[src/rtl/ipsxe_floating_point_fl2fl_axis_buf_v1_0.sv]
// ipsxe_floating_point_fl2fl_axis_buf_v1_0
// AXI4-Stream backpressure wrapper for the fixed-latency, valid-only fl2fl core.
// Upstream tready is granted only while a FIFO slot is guaranteed for every
// operand already sent into the core (credit = buffered + in-flight results).
// Optional feature macro: IPSXE_FL2FL_AXIS_STATUS_EN
//   defined   : per-entry {overflow, underflow} flags on o_m_tuser, sticky flags
//   undefined : o_m_tuser and sticky flags tied low, i_sticky_clr ignored
module ipsxe_floating_point_fl2fl_axis_buf_v1_0 #(
  parameter int unsigned DATA_WIDTH = 32,
  parameter int unsigned LATENCY    = 1,
  parameter int unsigned FIFO_DEPTH = 4
) (
  input  logic                  i_aclk,
  input  logic                  i_areset_n,
  input  logic                  i_aclken,
  input  logic                  i_s_tvalid,
  output logic                  o_s_tready,
  output logic                  o_core_tvalid,
  input  logic [DATA_WIDTH-1:0] i_core_tdata,
  input  logic                  i_core_tvalid,
  input  logic                  i_core_overflow,
  input  logic                  i_core_underflow,
  output logic [DATA_WIDTH-1:0] o_m_tdata,
  output logic [1:0]            o_m_tuser,
  output logic                  o_m_tvalid,
  input  logic                  i_m_tready,
  input  logic                  i_sticky_clr,
  output logic                  o_ovf_sticky,
  output logic                  o_unf_sticky,
  output logic                  o_err
);

  localparam int unsigned AW = $clog2(FIFO_DEPTH);
  localparam int unsigned CW = $clog2(FIFO_DEPTH) + 1;
  localparam int unsigned SW = CW + 1;

  logic [CW-1:0]         count_q, count_d;
  logic [CW-1:0]         inflight_q, inflight_d;
  logic [AW-1:0]         wptr_q, wptr_d;
  logic [AW-1:0]         rptr_q, rptr_d;
  logic [DATA_WIDTH-1:0] mem_q [FIFO_DEPTH];
  logic [DATA_WIDTH-1:0] mem_d [FIFO_DEPTH];
  logic                  err_q, err_d;

  logic acc, wr, rd, full, wr_ok, drop;
  logic [SW-1:0] credit_used;

  // Credit check: a slot is reserved for each buffered and each in-flight result
  always_comb begin
    credit_used   = SW'(count_q) + SW'(inflight_q);
    o_s_tready    = credit_used < SW'(FIFO_DEPTH);
    o_core_tvalid = i_s_tvalid & o_s_tready;
    o_m_tvalid    = count_q != '0;
    o_m_tdata     = mem_q[rptr_q];
    o_err         = err_q;
  end

  // Event decode and next-state for counters, pointers and result storage
  always_comb begin
    acc        = i_aclken & i_s_tvalid & o_s_tready;
    wr         = i_aclken & i_core_tvalid;
    rd         = i_aclken & o_m_tvalid & i_m_tready;
    full       = count_q == CW'(FIFO_DEPTH);
    wr_ok      = wr & (~full | rd);
    drop       = wr & full & ~rd;

    count_d    = count_q;
    inflight_d = inflight_q;
    wptr_d     = wptr_q;
    rptr_d     = rptr_q;
    mem_d      = mem_q;
    err_d      = err_q;

    // Results the core emits without a matching credit never underflow the counter
    if (acc && !wr) begin
      inflight_d = inflight_q + CW'(1);
    end else if (!acc && wr && (inflight_q != '0)) begin
      inflight_d = inflight_q - CW'(1);
    end

    if (wr_ok && !rd) begin
      count_d = count_q + CW'(1);
    end else if (!wr_ok && rd) begin
      count_d = count_q - CW'(1);
    end

    if (wr_ok) begin
      mem_d[wptr_q] = i_core_tdata;
      wptr_d        = wptr_q + AW'(1);
    end

    if (rd) begin
      rptr_d = rptr_q + AW'(1);
    end

    if (drop) begin
      err_d = 1'b1;
    end
  end

  // State registers; clock enable is folded into the event decode above
  always_ff @(posedge i_aclk or negedge i_areset_n) begin
    if (!i_areset_n) begin
      count_q    <= '0;
      inflight_q <= '0;
      wptr_q     <= '0;
      rptr_q     <= '0;
      err_q      <= 1'b0;
      for (int i = 0; i < int'(FIFO_DEPTH); i++) begin
        mem_q[i] <= '0;
      end
    end else begin
      count_q    <= count_d;
      inflight_q <= inflight_d;
      wptr_q     <= wptr_d;
      rptr_q     <= rptr_d;
      err_q      <= err_d;
      mem_q      <= mem_d;
    end
  end

`ifdef IPSXE_FL2FL_AXIS_STATUS_EN

  logic [1:0] flg_q [FIFO_DEPTH];
  logic [1:0] flg_d [FIFO_DEPTH];
  logic       ovf_sticky_q, ovf_sticky_d;
  logic       unf_sticky_q, unf_sticky_d;

  // Flag storage follows the data entry; sticky set wins over clear
  always_comb begin
    flg_d        = flg_q;
    ovf_sticky_d = ovf_sticky_q;
    unf_sticky_d = unf_sticky_q;

    if (wr_ok) begin
      flg_d[wptr_q] = {i_core_overflow, i_core_underflow};
    end

    if (i_aclken) begin
      if (i_sticky_clr) begin
        ovf_sticky_d = 1'b0;
        unf_sticky_d = 1'b0;
      end
      if (wr && i_core_overflow) begin
        ovf_sticky_d = 1'b1;
      end
      if (wr && i_core_underflow) begin
        unf_sticky_d = 1'b1;
      end
    end

    o_m_tuser    = flg_q[rptr_q];
    o_ovf_sticky = ovf_sticky_q;
    o_unf_sticky = unf_sticky_q;
  end

  // Flag and sticky registers
  always_ff @(posedge i_aclk or negedge i_areset_n) begin
    if (!i_areset_n) begin
      ovf_sticky_q <= 1'b0;
      unf_sticky_q <= 1'b0;
      for (int i = 0; i < int'(FIFO_DEPTH); i++) begin
        flg_q[i] <= '0;
      end
    end else begin
      ovf_sticky_q <= ovf_sticky_d;
      unf_sticky_q <= unf_sticky_d;
      flg_q        <= flg_d;
    end
  end

`else

  logic unused_status;

  // Status feature absent: flags ignored, outputs tied low
  always_comb begin
    unused_status = i_sticky_clr ^ i_core_overflow ^ i_core_underflow;
    o_m_tuser     = 2'b00;
    o_ovf_sticky  = 1'b0;
    o_unf_sticky  = 1'b0;
  end

`endif

endmodule

[config.mk]
export PLATFORM = sky130hd
export DESIGN_NAME = ipsxe_floating_point_fl2fl_axis_buf_v1_0
export DESIGN_NICKNAME = d
export VERILOG_FILES = /design/src/rtl/ipsxe_floating_point_fl2fl_axis_buf_v1_0.sv
export SDC_FILE = /design/constraint.sdc
export NUM_CORES = 1
export LEC_CHECK = 0
export ABC_CLOCK_PERIOD_IN_PS = 2600
export BUFFER_PORTS_ARGS = -buffer_cell sky130_fd_sc_hd__buf_4
export CORE_MARGIN = 10
export CORE_UTILIZATION = 47
export DETAILED_ROUTE_END_ITERATION = 12
export GPL_TIMING_DRIVEN = 0
export PLACE_DENSITY = 0.67
export SLEW_MARGIN = 20
export SYNTH_ARGS = -nofsm -noshare
export SYNTH_HDL_FRONTEND = slang
export SYNTH_SLANG_ARGS = --single-unit
[constraint.sdc]
create_clock -name i_aclk -period 2.6 [get_ports i_aclk]
set_input_delay 0.39 -clock i_aclk [delete_from_list [all_inputs] [get_ports i_aclk]]
set_output_delay 0.39 -clock i_aclk [all_outputs]
set_load 0.02 [all_outputs]
==> results.ini, run 1 <==
[cells_and_area]
fillCellCount=1136
layout_commonest_cell=sky130_fd_sc_hd__dfrtp_1
antenna_cells=0
area.sequential_um2=3480
final_net_count=519
layout-drive-gt1-share_pct=62.66
multiInputGateArea_um2=3113
layout_common_cells=sky130_fd_sc_hd__dfrtp_1, sky130_fd_sc_hd__mux2_4, sky130_fd_sc_hd__buf_4, sky130_fd_sc_hd__mux4_2, sky130_fd_sc_hd__clkbuf_16
design_area_um2=8383
area_growth_syn_to_layout_pct=21.62

[floorplan]
area_of_the_die_um2=19910
die_height_um=141.1
coreArea_um2=14480
placement_rows=44
boundaryPins=81
floorplan.initialDensity_pct=47.61
die_x_um=141.1

[critical_path]
cp_data_required_time_ns=2.21
reg2reg_from=count_q[1]
worst-r2r-setup-slack_ns=0.18
worstRegToRegCells=8
crit_arrival_ns=2.06
worst_setup_path_start_kind=register
cp_max_fo=10
cp-end-kind=output port
setup_crit_path_kind=reg -> out
regToRegEndpoint=inflight_q[2]

[routing]
vias=3517
initialDrtViolationCount=169
drt-total-wl_mm=13.56
first_pass_iters=4
routed_via_density=5.281
post-route-drc-count=0
wl_per_cell_um=20.37
drt.antenna.violating_nets=0

[yosys]
synth_warnings=0
synth_compound_area_share_pct=0.4357
synthCells=372
ys_types=32
synth_seq_area_share_pct=50.46
yosys.area_share.adder_pct=1.852
synth.ff_latch_count=139
synth_largest_area_cell=sky130_fd_sc_hd__dfrtp_1
simple_logic_cell_fraction_of_the_synthesized_area_pct=3.140
yosys.area.top_type_share_pct=50.46
syn_avg_cell_area_um2=18.53
synth_top_family_by_area=multiplexers
yosys-top-cells-area=sky130_fd_sc_hd__dfrtp_1, sky130_fd_sc_hd__mux2_4, sky130_fd_sc_hd__mux4_2, sky130_fd_sc_hd__buf_12, sky130_fd_sc_hd__mux2_2
post_synth_xor_area_fraction_pct=1.017
synthesis.area_um2=6893
muxShareOfSynthArea_pct=38.37

[global_routing]
grt_ovf=0
overall_track_demand_over_capacity_in_global_routing_pct=14.36
initial_antenna_violation_count=0
vias_in_the_first_global_route=4088
grt_max_degree=81
first_pass_grt_wire_length_mm=22.40

[timing]
setup_viol=0
finalHoldViolCount=0
fmax_ghz=0.4074
grt_setup_unrepaired=no
tns_ns=0
final-max-slew-violation-count=0
hold_ws_ns=0.2285
post-route-period-util_pct=94.40
timing.clock.skew_ns=0.007583
min_period_ns=2.454

[clocking]
worstSkewPairLatency_ns=0.42
clk_pin_slew_worst_paths_ns=0.06
clock_sinks=139
cts_made_buffers=17
cts.repair_timing.setup_buffer_count=0
clock_tree.buffer_depth=2
tritoncts=built
cts_max_level=4
cts.root.buffer_cell=sky130_fd_sc_hd__clkbuf_16

[status]
outcome=finished, final reports clean

[power]
cellLeakagePower_nw=4.121
worst_ir_drop_vdd_mv=0.8174
power_density_nw_per_um2=1420

[hold_path]
min-delay-path-class=in -> reg
whs_endpoint=mem_q[103]
timing.hold.worst_path_depth=2
min-delay-start=i_core_tdata[7]

[flow_run]
maxCapViolCount=0

[placement]
postPlaceCellArea_um2=7717
buffer_ports.inserted=73
place.gp.congestion=0.7607
hpwlAfterDp_mm=8.775

## how the worst max path moves through the flow
stage | endpoint | slack (ns) | start
after floorplan | inflight_q[2] | 0.26 | count_q[1]
final | o_m_tdata[21] | 0.15 | rptr_q[0]
after global routing | inflight_q[2] | 0.02 | count_q[2]
after global placement | inflight_q[2] | 0.21 | count_q[1]
after detailed placement | inflight_q[2] | 0.16 | count_q[1]
after CTS | o_m_tdata[21] | 0.0007 | rptr_q[0]
## critical path, stage by stage, from the launching register on
cell and delay [ns]:
sky130_fd_sc_hd__dfrtp_1 0.31, sky130_fd_sc_hd__buf_2 0.23, sky130_fd_sc_hd__clkbuf_4 0.35, sky130_fd_sc_hd__mux4_2 0.57
sky130_fd_sc_hd__buf_4 0.18
## synthesized netlist by cell type (all sizes together)
cell type,n
dfrtp,139
mux2,130
mux4,32
buf,21
ha,7
nand2,7
xnor2,5
clkbuf,4
inv,3
nor2,3
nor4b,3
xor2,3
fa,2
nand3,2
nand4,2
a31o,1
and2,1
conb,1
mux2i,1
nor2b,1
nor3,1
o21ai,1
o41ai,1
or3,1
## flip-flops by register name (all words and copies together), names as in the netlist
register,cells
inflight_q,3
wptr_q,2
o_err,1
mem_q,128
rptr_q,2
count_q,3
## per-layer routing
metal	GRT usage, %	wire length (um)	vias to the layer above
met5	0	0	-
met1	19.14	6348	1876
li1	-	-	1552
met2	21.48	6465	77
met3	4.871	600	12
met4	4.674	150	0
## cell type report
cell class,count,area share (%)
inverters,3,0.1343
repair buffers,75,7.075
clock inverters,6,1.254
plain buffers,25,3.836
flip-flops and latches,139,41.51
multi-input cells,208,37.13
well taps,184,2.746
clock buffers,26,6.313
## stage by stage
stage	instances	util, %	setup WS, ns	total power, mW
2_1_floorplan	375	-	0.2615	7.750
3_3_place_gp	632	53.06	0.2050	9.242
3_5_place_dp	633	53.30	0.1624	9.383
4_1_cts	666	57.78	0.0007290	12.03
5_1_grt	666	57.90	0.01558	12.57
6_report	666	57.90	0.1456	11.90
## where the power goes
part	internal, mW	switching, mW
Sequential	3.26	0.630
Clock	1.68	0.874
Combinational	3.24	2.21
Total	8.19	3.71
## kinds of logic (layout without fill, tap and decap cells)
logic type	count (synthesis)	in the layout
buffers and inverters	28	135
xor gates and xnor gates	8	8
muxes	163	163
AOI/OAI and AO/OA	3	3
other	1	4
DFF	139	139
adders and majority gates	9	9
and+or+nand+nor	21	21
## repair_timing
| item | in CTS | in global routing |
|---|---|---|
| hold endpoints to repair | 59 | 0 |
| hold buffers | 1 | 0 |
| endpoints found under the setup margin | 29 | 29 |
| pin swaps | 0 | 0 |
| resized for setup | 3 | 5 |
No activity file was read; power rests on OpenSTA's default activity.
==> run 2: changes to the inputs <==
--- a/config.mk
+++ b/config.mk
@@ -9,6 +9,7 @@
 export BUFFER_PORTS_ARGS = -buffer_cell sky130_fd_sc_hd__buf_4
 export CORE_MARGIN = 10
 export CORE_UTILIZATION = 47
+export CTS_BUF_LIST = sky130_fd_sc_hd__clkbuf_4 sky130_fd_sc_hd__clkbuf_8 sky130_fd_sc_hd__clkbuf_16
 export DETAILED_ROUTE_END_ITERATION = 12
 export GPL_TIMING_DRIVEN = 0
 export PLACE_DENSITY = 0.67
==> results.ini, run 2 (synthesized netlist as in run 1, its figures left out) <==
[status]
outcome=finished, final reports clean  ; unchanged

[timing]
fmax_ghz=0.4072  ; was 0.4074 GHz
finalHoldViolCount=0  ; unchanged
final-max-slew-violation-count=0  ; unchanged
grt_setup_unrepaired=no  ; unchanged
timing.clock.skew_ns=0.007361  ; was 0.007583 ns
setup_viol=0  ; unchanged
post-route-period-util_pct=94.44  ; was 94.40%
min_period_ns=2.455  ; was 2.454 ns
tns_ns=0  ; unchanged

[critical_path]
setup_crit_path_kind=reg -> out  ; unchanged
regToRegEndpoint=inflight_q[2]  ; unchanged
critical_path.top_delay_family=buffers and inverters  ; unchanged
worst_setup_path_start_kind=register  ; unchanged
cp_max_fo=10  ; unchanged
crit_path_cell_trace=buf_2, clkbuf_4, mux4_2, buf_4  ; unchanged
worstRegToRegCells=8  ; unchanged
critical_path.max_stage_delay_ns=0.57  ; about the same
worstSetupPathDepth=4  ; unchanged
reg2reg_from=count_q[1]  ; unchanged
cp-end-kind=output port  ; unchanged
capture_point_of_the_worst_path=o_m_tdata[21]  ; unchanged
cp_data_required_time_ns=2.21  ; about the same
critPathBufInv=3  ; unchanged
worst-r2r-setup-slack_ns=0.18  ; about the same
timing.critical_path.from=rptr_q[0]  ; unchanged
crit_arrival_ns=2.07  ; was 2.06 ns
timing.critical_path.slowest_stage_cell=sky130_fd_sc_hd__mux4_2  ; unchanged

[global_routing]
initial_antenna_violation_count=0  ; unchanged
overall_track_demand_over_capacity_in_global_routing_pct=14.40  ; was 14.36%
first_pass_grt_wire_length_mm=22.46  ; was 22.40 mm
grt.busiest_layer=met2  ; unchanged
grt_met1_usage_pct=19.48  ; was 19.14%
grt_use_met3_pct=4.669  ; was 4.871%
grt_ovf=0  ; unchanged
grt_max_degree=81  ; unchanged
vias_in_the_first_global_route=4071  ; was 4088
use_met2_pct=21.21  ; was 21.48%

[power]
cellLeakagePower_nw=4.128  ; was 4.121 nW
p_sw_share_pct=31.19  ; was 31.20%
pwr-share-comb_pct=45.7  ; was 45.8%
switching_power_mw=3.723  ; was 3.715 mW
clock_power_share_pct=21.7  ; was 21.5%
cellInternalPower_mw=8.211  ; was 8.190 mW
worst_ir_drop_vdd_mv=0.8185  ; was 0.8174 mV
share_seq_of_total_power_pct=32.7  ; about the same
power_density_nw_per_um2=1422  ; was 1420 nW/um^2

[routing]
first_pass_iters=4  ; unchanged
drt-total-wl_mm=13.58  ; was 13.56 mm
routed_via_density=5.278  ; was 5.281
post-route-drc-count=0  ; unchanged
wl_per_cell_um=20.38  ; was 20.37 um
vias=3515  ; was 3517
drt.antenna.violating_nets=0  ; unchanged
initialDrtViolationCount=155  ; was 169

[floorplan]
coreArea_um2=14480  ; unchanged
placement_rows=44  ; unchanged
die_x_um=141.1  ; unchanged
boundaryPins=81  ; unchanged
area_of_the_die_um2=19910  ; unchanged
floorplan.initialDensity_pct=47.61  ; unchanged
die_height_um=141.1  ; unchanged

[placement]
place.detailed.instances=633  ; unchanged
postPlaceCellArea_um2=7717  ; unchanged
buffer_ports.inserted=73  ; unchanged
hpwlAfterDp_mm=8.775  ; unchanged
place.gp.congestion=0.7607  ; unchanged

[clocking]
tritoncts=built  ; unchanged
cts.repair_timing.setup_buffer_count=0  ; unchanged
clock_tree.buffer_depth=2  ; unchanged
worstSkewPairLatency_ns=0.42  ; about the same
clock_sinks=139  ; unchanged
cts_max_level=4  ; unchanged
cts.root.buffer_cell=sky130_fd_sc_hd__clkbuf_16  ; unchanged
cts_made_buffers=17  ; unchanged
clk_pin_slew_worst_paths_ns=0.06  ; about the same

[flow_run]
maxCapViolCount=0  ; unchanged

[cells_and_area]
max_reg_flops=128  ; unchanged
area.sequential_um2=3480  ; unchanged
finalCoreUtilization_pct=57.95  ; was 57.90%
final_net_count=519  ; unchanged
fillCellCount=1136  ; unchanged
post_layout_nonfiller_instances=666  ; unchanged
layout_commonest_cell=sky130_fd_sc_hd__dfrtp_1  ; unchanged
area_growth_syn_to_layout_pct=21.73  ; was 21.62%
layout_common_cells=sky130_fd_sc_hd__dfrtp_1, sky130_fd_sc_hd__mux2_4, sky130_fd_sc_hd__buf_4, sky130_fd_sc_hd__mux4_2, sky130_fd_sc_hd__clkbuf_16  ; unchanged
layout-drive-gt1-share_pct=63.07  ; was 62.66%
antenna_cells=0  ; unchanged
registers.top_by_ff_count=mem_q  ; unchanged
multiInputGateArea_um2=3113  ; unchanged
top_regs=mem_q (128), count_q (3), inflight_q (3)  ; unchanged
design_area_um2=8391  ; was 8383 um^2

[hold_path]
min-delay-path-class=in -> reg  ; unchanged

-- run 2: changes by cell type in the layout (fill, tap and decap cells not counted) --
cell                       previous run  this run
sky130_fd_sc_hd__clkbuf_1             3         1
sky130_fd_sc_hd__clkbuf_4             3         5
-- run 2: layout make-up --
cell class,count,share of cell area [%]
timing repair buffer,75,7.068
sequential,139,41.47
buffer,25,3.832
multi-input combinational,208,37.10
inverter,3,0.1342
tap,184,2.744
clock buffer,26,6.397
clock inverter,6,1.253
-- run 2: per-stage QoR --
| step | power [mW] | hold WS [ns] | setup WS (ns) |
|---|---|---|---|
| floorplan | 7.750 | 0.09441 | 0.2615 |
| global placement | 9.242 | 0.4560 | 0.2050 |
| detailed placement | 9.383 | 0.3582 | 0.1624 |
| CTS | 12.05 | 0.2149 | 0.0007323 |
| global route | 12.59 | 0.2140 | 0.01558 |
| finish | 11.93 | 0.2273 | 0.1445 |
-- run 2: worst min-delay path by stage --
stage	startpoint	endpoint	slack, ns	cells after the start
final	i_core_tdata[7]	mem_q[103]	0.23	2
after global routing	i_core_tdata[30]	mem_q[126]	0.21	2
after CTS	i_core_tdata[7]	mem_q[103]	0.21	2
after detailed placement	i_areset_n	mem_q[98]	0.36	1
after global placement	o_err	o_err	0.46	1
after floorplan	i_areset_n	count_q[0]	0.09	0
-- run 2: power groups by stage --
stage | clock, mW | sequential [mW] | combinational [mW]
2_1_floorplan | 0 | 3.71 | 4.04
5_1_grt | 2.74 | 4.03 | 5.82
3_5_place_dp | 0 | 3.89 | 5.49
3_3_place_gp | 0 | 3.84 | 5.40
6_report | 2.59 | 3.90 | 5.45
4_1_cts | 2.64 | 3.89 | 5.52
-- run 2: worst register-to-register path, stage by stage, from the launching register on --
cell and delay (ns):
sky130_fd_sc_hd__dfrtp_2 0.45, sky130_fd_sc_hd__ha_1 0.26, sky130_fd_sc_hd__nor4b_4 0.29, sky130_fd_sc_hd__and2_1 0.15, sky130_fd_sc_hd__buf_2 0.15, sky130_fd_sc_hd__nand2_1 0.08
sky130_fd_sc_hd__fa_1 0.42, sky130_fd_sc_hd__o41ai_2 0.37, sky130_fd_sc_hd__xor2_1 0.18
-- run 2: layer usage --
layer  share of wire [%]  up-vias
met3                 4.5       12
met4                 1.1        0
met2                  47       75
met5                   0        -
li1                    -     1554
met1                  47     1874
-- run 2: repair_timing --
action                                  4_1_cts  5_1_grt
resized for setup                             3        5
gates cloned                                  0        0
hold buffers                                  1        0
endpoints found under the setup margin       29       29
pin swaps                                     0        0
hold endpoints to repair                     59        0
